<file path="src/rtl/seg_pkg.sv">
// +------------------------------------------------------------------+
// | seg_pkg - shared types, hex segment table and decode helper.     |
// | Rev 1.0                                                          |
// +------------------------------------------------------------------+
`default_nettype none

package seg_pkg;

  typedef enum logic {
    DEAD = 1'b0,
    ON   = 1'b1
  } state_t;

  // Active-high segment patterns, bit order {g,f,e,d,c,b,a}
  localparam logic [6:0] SEG_HEX [16] = '{
    7'h3F, 7'h06, 7'h5B, 7'h4F, 7'h66, 7'h6D, 7'h7D, 7'h07,
    7'h7F, 7'h6F, 7'h77, 7'h7C, 7'h39, 7'h5E, 7'h79, 7'h71
  };

  function automatic logic [6:0] hex_to_seg(input logic [3:0] value);
    return SEG_HEX[value];
  endfunction

endpackage

`default_nettype wire

</file>
<file path="src/rtl/seg_decoder.sv">
// +------------------------------------------------------------------+
// | seg_decoder - 4-bit hex to active-high 7-segment lookup.         |
// | Rev 1.0                                                          |
// +------------------------------------------------------------------+
`default_nettype none

module seg_decoder
  import seg_pkg::*;
(
  input  logic [3:0] hex_i,
  output logic [6:0] seg_o
);

  always_comb begin
    seg_o = hex_to_seg(hex_i);
  end

endmodule

`default_nettype wire

</file>
<file path="src/rtl/seg_mux_driver.sv">
// +------------------------------------------------------------------+
// | seg_mux_driver - multiplexed N-digit hex 7-segment scan driver.  |
// | Rev 1.0                                                          |
// +------------------------------------------------------------------+
`default_nettype none

module seg_mux_driver
  import seg_pkg::*;
#(
  parameter int NUM_DIGITS     = 2,
  parameter int REFRESH_DIV    = 24000,
  parameter int DEAD_CYCLES    = 480,
  parameter int SEG_ACTIVE_LOW = 1,
  parameter int AN_ACTIVE_LOW  = 1
) (
  input  logic                    clk,
  input  logic                    reset,
  input  logic [4*NUM_DIGITS-1:0] digits_i,
  input  logic [NUM_DIGITS-1:0]   blank_i,
  input  logic                    load_i,
  output logic [6:0]              seg_o,
  output logic [NUM_DIGITS-1:0]   an_o,
  output logic                    frame_o
);

  localparam int CW = (REFRESH_DIV > 1) ? $clog2(REFRESH_DIV) : 1;
  localparam int IW = (NUM_DIGITS > 1) ? $clog2(NUM_DIGITS) : 1;
  localparam logic [CW-1:0] SLOT_LAST = CW'(REFRESH_DIV - 1);
  localparam logic [IW-1:0] IDX_LAST  = IW'(NUM_DIGITS - 1);
  localparam logic [6:0] SEG_OFF = (SEG_ACTIVE_LOW != 0) ? 7'h7F : 7'h00;
  localparam logic [NUM_DIGITS-1:0] AN_OFF =
    (AN_ACTIVE_LOW != 0) ? {NUM_DIGITS{1'b1}} : {NUM_DIGITS{1'b0}};

  logic                    run_q;
  logic [CW-1:0]           slot_cnt_q, slot_cnt_d;
  logic [IW-1:0]           dig_idx_q, dig_idx_d;
  state_t                  state_q, state_d;
  logic [4*NUM_DIGITS-1:0] pend_digits_q, act_digits_q;
  logic [NUM_DIGITS-1:0]   pend_blank_q, act_blank_q;
  logic [6:0]              seg_q, seg_d;
  logic [NUM_DIGITS-1:0]   an_q, an_d;
  logic                    frame_q;

  logic                    slot_end;
  logic                    frame_end;
  logic                    lit;
  logic                    cur_blank;
  logic [3:0]              cur_digit;
  logic [NUM_DIGITS-1:0]   an_sel;
  logic [6:0]              dec_seg;
  logic [6:0]              seg_raw;

  // The counter holds at zero on the first edge out of reset so that this
  // edge is slot_cnt=0 of the scan timeline.
  always_comb begin
    slot_end   = run_q && (slot_cnt_q == SLOT_LAST);
    frame_end  = slot_end && (dig_idx_q == IDX_LAST);
    slot_cnt_d = slot_cnt_q;
    dig_idx_d  = dig_idx_q;
    if (run_q) begin
      if (slot_end) begin
        slot_cnt_d = '0;
        dig_idx_d  = (dig_idx_q == IDX_LAST) ? '0 : dig_idx_q + 1'b1;
      end else begin
        slot_cnt_d = slot_cnt_q + 1'b1;
      end
    end
    state_d = ((DEAD_CYCLES != 0) && (int'(slot_cnt_d) < DEAD_CYCLES)) ? DEAD : ON;
  end

  always_ff @(posedge clk) begin
    if (!reset) begin
      run_q      <= 1'b0;
      slot_cnt_q <= '0;
      dig_idx_q  <= '0;
      state_q    <= DEAD;
    end else begin
      run_q      <= 1'b1;
      slot_cnt_q <= slot_cnt_d;
      dig_idx_q  <= dig_idx_d;
      state_q    <= state_d;
    end
  end

  // A load coinciding with the frame boundary bypasses pending.
  always_ff @(posedge clk) begin
    if (!reset) begin
      pend_digits_q <= '0;
      pend_blank_q  <= '1;
      act_digits_q  <= '0;
      act_blank_q   <= '1;
    end else begin
      if (load_i) begin
        pend_digits_q <= digits_i;
        pend_blank_q  <= blank_i;
      end
      if (frame_end) begin
        act_digits_q <= load_i ? digits_i : pend_digits_q;
        act_blank_q  <= load_i ? blank_i  : pend_blank_q;
      end
    end
  end

  generate
    if (NUM_DIGITS == 1) begin : g_single
      always_comb begin
        cur_digit = act_digits_q[3:0];
        cur_blank = act_blank_q[0];
      end
    end else begin : g_multi
      always_comb begin
        cur_digit = act_digits_q[dig_idx_q*4 +: 4];
        cur_blank = act_blank_q[dig_idx_q];
      end
    end
  endgenerate

  seg_decoder u_dec (
    .hex_i (cur_digit),
    .seg_o (dec_seg)
  );

  always_comb begin
    lit    = run_q && (state_q == ON) && !cur_blank;
    an_sel = '0;
    if (lit) begin
      an_sel[dig_idx_q] = 1'b1;
    end
    seg_raw = lit ? dec_seg : 7'h00;
    seg_d   = (SEG_ACTIVE_LOW != 0) ? ~seg_raw : seg_raw;
    an_d    = (AN_ACTIVE_LOW != 0) ? ~an_sel : an_sel;
  end

  always_ff @(posedge clk) begin
    if (!reset) begin
      seg_q   <= SEG_OFF;
      an_q    <= AN_OFF;
      frame_q <= 1'b0;
    end else begin
      seg_q   <= seg_d;
      an_q    <= an_d;
      frame_q <= frame_end;
    end
  end

  assign seg_o   = seg_q;
  assign an_o    = an_q;
  assign frame_o = frame_q;

endmodule

`default_nettype wire

</file>
<file path="config.mk">
export PLATFORM = sky130hd
export DESIGN_NAME = seg_mux_driver
export DESIGN_NICKNAME = d
export VERILOG_FILES = /design/src/rtl/seg_pkg.sv /design/src/rtl/seg_decoder.sv /design/src/rtl/seg_mux_driver.sv
export SDC_FILE = /design/constraint.sdc
export NUM_CORES = 1
export LEC_CHECK = 0
export CAP_MARGIN = 40
export CORE_MARGIN = 5
export CORE_UTILIZATION = 35
export CTS_CLUSTER_DIAMETER = 80
export DETAILED_ROUTE_END_ITERATION = 8
export MAX_ROUTING_LAYER = met4
export PLACE_DENSITY = 0.62
export SYNTH_ARGS = -nofsm -noshare
export SYNTH_HDL_FRONTEND = slang
export SYNTH_HIERARCHICAL = 1
export SYNTH_SLANG_ARGS = --single-unit
</file>
<file path="constraint.sdc">
create_clock -name clk -period 4.4 [get_ports clk]
set_input_delay 0.66 -clock clk [delete_from_list [all_inputs] [get_ports clk]]
set_output_delay 0.66 -clock clk [all_outputs]
set_load 0.005 [all_outputs]
</file>
# After elaboration in Yosys (flattened, before gate mapping)
# Memories as Yosys holds them, arrays and structs flattened.
# Index checks and enable logic that the tools add are counted.
[totals]
elab_cells = 45
regBits = 48
inputBits = 13
memories = 1
rom_bits = 112
output_inout_bits = 10
[memory_table]
columns = ["memory", "depth", "word_bits", "read_ports", "rd_ports_with_merged_regs", "write_ports", "line", "rtl"]
rows = [
  ["(no name shown)", 16, 7, 1, 0, 0, "seg_pkg.sv:21", "return SEG_HEX[value];"],
]
[op_classes]
mux = 15
n_reduce_logical = 7
shift = 1
bitwise = 3
addsub = 2
eq_ne = 1
order_cmp = 4
[op_table]
columns = ["cell", "count"]
rows = [
  ["$mux 15", 2],
  ["$mux 7", 3],
  ["$add 15x1->15 const B", 1],
  ["$eq 15x15->1 const B", 1],
  ["$lt 15x9->1 const B", 1],
  ["$mux 8", 1],
  ["$shiftx 8x4->4", 1],
  ["$not 7->7", 1],
  ["$mux 1", 6],
  ["$ge 5x5->1 const B", 1],
  ["$logic_and 1x1->1", 5],
  ["$not 4->5", 1],
  ["$mux 2", 2],
  ["$lt 1x2->1 const B", 1],
  ["$not 2->2", 1],
  ["$reduce_and 2->1", 1],
  ["$add 1x1->1 const B", 1],
  ["$demux 1 s1", 1],
  ["$ge 1x1->1 const B", 1],
  ["$logic_not 1->1", 1],
]

# Depth between registers and ports, before layout
[depth]
ltp_word = 7
depth_mapped = 9
mapped_depth_nobuf = 7

# By module
# The synthesis kept the hierarchy.
[by_module_without_submodules]
columns = ["mod", "seq_area_each_um2", "n_inst", "area_per_inst_um2", "cells_each"]
rows = [
  ["seg_mux_driver", 960.9, 1, 1983.2, 209],
  ["seg_decoder", 0.0, 1, 287.8, 33],
]

# Least setup slack after synthesis
# No wires, ideal clock.
[synth_timing]
kind = "register to register"
start = "reg dig_idx_q"
end = "reg seg_q[3] (netlist: seg_o[3])"
n_path_buf = 1
arrival_ns = 1.820
stages_incl_launch_ff = 8
setup_ns = 0.061
period_less_slack_ns = 1.881
required_time_ns = 4.339
setup_slack_ns = 2.519
cell_sequence = "dfxtp_1 -> clkbuf_1 -> mux2_2 -> inv_1 -> ha_1 -> inv_1 -> mux4_1 -> nand2_1"
[synth_via]
elab_chain_len = 7
word_cells_on_any_way = 11
classes_between = "shift (1); mux (5); bitwise (2); reduce/logical (2); memory (1)"
[synth_lines]
columns = ["element", "line", "rtl"]
rows = [
  ["start: declaration", "seg_mux_driver.sv:36", "logic [IW-1:0] dig_idx_q, dig_idx_d;"],
  ["start signal: assignment", "seg_mux_driver.sv:80", "dig_idx_q <= dig_idx_d;"],
  ["$shiftx 8x4->4", "seg_mux_driver.sv:112", "cur_digit = act_digits_q[dig_idx_q*4 +: 4];"],
  ["net cur_digit[1]", "seg_mux_driver.sv:48", "logic [3:0] cur_digit;"],
  ["$not 4->5 (implied by the code)", "seg_pkg.sv:21", ""],
  ["$mem_v2 16x7", "-", ""],
  ["$mux 7 (implied by the code) (2 in series)", "seg_pkg.sv:21", ""],
  ["net dec_seg[3]", "seg_mux_driver.sv:50", "logic [6:0] dec_seg;"],
  ["$mux 7", "seg_mux_driver.sv:129", "seg_raw = lit ? dec_seg : 7'h00;"],
  ["$not 7->7", "seg_mux_driver.sv:130", "seg_d = (SEG_ACTIVE_LOW != 0) ? ~seg_raw : seg_raw;"],
  ["end signal: assignment", "seg_mux_driver.sv:140", "seg_q <= seg_d;"],
  ["end: declaration", "seg_mux_driver.sv:40", "logic [6:0] seg_q, seg_d;"],
]
# The timed path passes the listed nets, and every way through them passes these cells. The select of a mux whose other input is x is not followed.
# A chain may end at the register's enable or synchronous reset.

# Worst setup path after layout
[layout_timing]
start = "reg slot_cnt_q[0]"
end = "reg state_q"
[layout_via]
elab_chain_len = 6
word_cells_on_any_way = 7
classes_between = "add/sub (1); order compare (1); eq/ne (1); mux (3); reduce/logical (1)"
[layout_lines]
columns = ["element", "line", "rtl"]
rows = [
  ["start: declaration", "seg_mux_driver.sv:35", "logic [CW-1:0] slot_cnt_q, slot_cnt_d;"],
  ["start signal: assignment", "seg_mux_driver.sv:79", "slot_cnt_q <= slot_cnt_d;"],
  ["parallel branches: the longest is 3 deep, another holds $add 15x1->15", "-", ""],
  ["$mux 15 (*)", "seg_mux_driver.sv:60", "if (run_q) begin"],
  ["$lt 15x9->1 (*)", "seg_mux_driver.sv:68", "state_d = ((DEAD_CYCLES != 0) && (int'(slot_cnt_d) < DEAD_CYCLES)) ? DEAD : ON;"],
  ["$mux 1 (*)", "seg_mux_driver.sv:68", ""],
  ["end signal: assignment", "seg_mux_driver.sv:81", "state_q <= state_d;"],
  ["end: declaration", "seg_mux_driver.sv:37", "state_t state_q, state_d;"],
]
# Mark *: on every way between the ends.

==> impl_metrics.env <==
export IMPL_status="finished clean"
export IMPL_clk_latency_ns=0.30
export IMPL_multi_input_area_um2=1180
export IMPL_syn_to_final_growth_pct=13.7
export IMPL_rsz0062_at_grt="no"
export IMPL_fin_cells=334
export IMPL_routed_wl_um=4110
export IMPL_die_area_um2=8200
export IMPL_syn_area_per_cell_um2=9.38
export IMPL_antenna_found_initial=0
export IMPL_power_share_sequential_pct=59.7
export IMPL_maxCapViolCount=0
export IMPL_timing_setup_tns_ns=0
export IMPL_drc=0
export IMPL_synth_seq_area_share_pct=42.3
export IMPL_dp_hpwl_um=3010
export IMPL_synth_distinct_cells=45
export IMPL_slew_viol_final=0
export IMPL_viasPerCell=4.84
export IMPL_leakage_uw=0.000938
export IMPL_timing_fmax_mhz=452
export IMPL_p_comb_share_pct=4.6
export IMPL_cts_max_level=2
export IMPL_p_int_uw=587
export IMPL_gp_congestion=0.781
export IMPL_final_nets=277
export IMPL_drt_pass1_iterations=4
export IMPL_core_um2=6310
export IMPL_antenna_cells=0
export IMPL_post_drt_wl_per_cell_um=12.3
export IMPL_clock_root_buffer="clkbuf_8"
export IMPL_ys_flop_type="dfxtp_1"
export IMPL_numCtsBuffers=5
export IMPL_grt_total_usage_pct=10.5
export IMPL_cts_sinks=48
export IMPL_cp_end_kind="register"
export IMPL_criticalPathCategory="reg2reg"
export IMPL_drive_above_1_share_pct=8.17
export IMPL_ctsResizeCount=0
export IMPL_first_global_vias=1497
export IMPL_cp_max_fo=12
export IMPL_synth_nets=263
export IMPL_synth_seq_cells=48
export IMPL_crit_required_ns=4.57
export IMPL_cts_setup_buffers=0
export IMPL_die_w_um=90.6
export IMPL_ioPinCount=23
export IMPL_initialDrtViolationCount=65
export IMPL_p_switching_uw=159
export IMPL_post_place_cells=326
export IMPL_peakVddDrop_mv=0.117
export IMPL_hp_class="reg2reg"
export IMPL_die_h_um=90.6
export IMPL_fill_cells=646
export IMPL_grtUsageMet1_pct=13.0
export IMPL_fin_crit_sh_pct=50.3
export IMPL_finalSetupViolations=0
export IMPL_grt_max_degree=22
export IMPL_power_per_cell_area_nw_per_um2=289
export IMPL_pwr_share_clk_pct=35.7
export IMPL_num_vias=1618
export IMPL_crit_path_start_kind="register"
export IMPL_layout_area_seq_um2=961
export IMPL_ant_nets=0
export IMPL_mappedNetlistArea_um2=2270
export IMPL_synth_warning_count=6
export IMPL_top_usage_layer="met2"
export IMPL_slew_headroom_pct=54.7
export IMPL_arrival_ns=2.39
export IMPL_tritoncts="yes"
export IMPL_clk_pin_slew_worst_paths_ns=0.08
export IMPL_worstMarginPinSlew_ns=0.679
export IMPL_start_util_pct=36.0
export IMPL_grt_util_met2_pct=16.2
export IMPL_ctsLongestPathBuffers=2
export IMPL_hold_viol_final=0
export IMPL_grt_overflow=0
export IMPL_synth_edf_count=0
export IMPL_hold_buffers=0
export IMPL_skew_ns=0.00541
export IMPL_min_period_ns=2.21
export IMPL_row_count=29
export IMPL_met3_usage_pct=3.25
export IMPL_async_flop_share_pct=0
export IMPL_io_buffer_count=22
export IMPL_postSynthCellCount=242
export IMPL_grt_pass1_wl_um=6920
export IMPL_switching_share_pct=21.3
-- routing by layer --
layer	part of all wire (%)	wire length [um]	up-vias
met5	0	0	-
met4	1.6	65	0
met3	4.0	165	6
met2	46	1880	22
met1	49	2000	732
li1	-	-	858
-- logic make-up (layout without fill, tap and decap cells) --
kind of cell / count (synthesis) / count (layout) / synth area share, %
AND/OR/NAND/NOR: 96 / 96 / 22.2
flip-flops: 48 / 48 / 42.3
AO/OA/AOI/OAI: 31 / 31 / 9.70
buffers and inverters: 25 / 40 / 5.89
multiplexers: 23 / 23 / 11.2
XOR/XNOR: 11 / 11 / 4.24
adder cells (fa/ha/maj): 8 / 8 / 4.41
-- Yosys cell counts (3+ instances only) --
cell type,instances,share of area (%)
dfxtp_1,48,42
nor2_1,29,4.8
nand2_1,25,4.1
mux2i_1,15,6.6
inv_1,10,1.7
a21oi_1,9,2.0
ha_1,8,4.4
mux2_2,7,3.5
xnor2_1,7,2.7
a211oi_1,6,2.0
clkbuf_1,6,0.99
nor3_1,6,1.3
nand4_1,5,1.4
and3_1,4,1.1
buf_2,4,0.88
o21ai_0,4,0.88
xor2_1,4,1.5
and4_1,3,1.2
buf_6,3,1.5
nand2b_1,3,0.83
nand3_1,3,0.66
o211ai_1,3,0.99
or3_1,3,0.83
-- power groups by stage --
stage | Clock, uW | Combinational (uW) | Sequential, uW
finish | 266 | 34.0 | 445
global route | 295 | 38.0 | 447
detailed placement | 0 | 34.8 | 456
floorplan | 0 | 21.0 | 454
global placement | 0 | 34.9 | 455
CTS | 276 | 34.8 | 445
-- placed cells by master, fill, tap and decap left out, drive strengths merged, types with 2 or more instances in the layout --
| cell | n |
|---|---|
| and4 | 3 |
| and3 | 4 |
| nand3 | 4 |
| inv | 10 |
| nand2b | 3 |
| xnor2 | 7 |
| o21ai | 4 |
| and2 | 2 |
| mux2i | 15 |
| mux2 | 7 |
| clkdlybuf4s50 | 22 |
| nand2 | 25 |
| nor2 | 32 |
| dfxtp | 48 |
| xor2 | 4 |
| a21oi | 9 |
| nor3b | 2 |
| a211oi | 8 |
| ha | 8 |
| nor3 | 6 |
| nand3b | 2 |
| or3 | 3 |
| nand4 | 5 |
| clkbuf | 8 |
| o211ai | 3 |
-- final timing paths --
path,end,slack (ns),depth (start not counted),startpoint
worst min-delay path,pend_blank_q[1]$_SDFF_PN1_,0.49,2,pend_blank_q[1]$_SDFF_PN1_
worst min register to register,pend_blank_q[1]$_SDFF_PN1_,0.49,2,pend_blank_q[1]$_SDFF_PN1_
worst max-delay path,state_q$_SDFF_PN0_,2.19,7,slot_cnt_q[0]$_SDFFE_PN0P_
worst max register to register,state_q$_SDFF_PN0_,2.19,7,slot_cnt_q[0]$_SDFFE_PN0P_
-- area by class of cell --
class | count | share of cell area [%]
timing repair buffer | 22 | 8.53
sequential | 48 | 37.2
inverter | 10 | 1.45
clock buffer | 8 | 3.49
multi-input combinational | 169 | 45.6
tap | 77 | 3.73
-- flip-flops by register name, indices dropped and copies added (netlist names), 2 cells and up --
name and cells:
an_o 2, pend_blank_q 2, slot_cnt_q 15, pend_digits_q 8, seg_o 7, act_digits_q 8, act_blank_q 2
-- critical path, cell delays in order (launching register included) --
cell and delay [ns]:
dfxtp_1 0.41, ha_1 0.24, and3_1 0.17, nand3_1 0.14
or3_1 0.50, nand2_1 0.38, a211o_1 0.17, o211ai_1 0.08
-- metrics by stage --
step	hold WS, ns	total power, uW	utilization, %	worst slack, ns	cell area, um2
floorplan	0.438	475	-	2.52	2270
global placement	0.467	490	39.5	2.18	2490
detailed placement	0.461	490	39.5	2.17	2490
CTS	0.482	756	40.9	2.17	2580
global route	0.524	780	40.9	1.98	2580
finish	0.485	745	40.9	2.19	2580
Note: power is estimated with default switching activity, not from simulation.
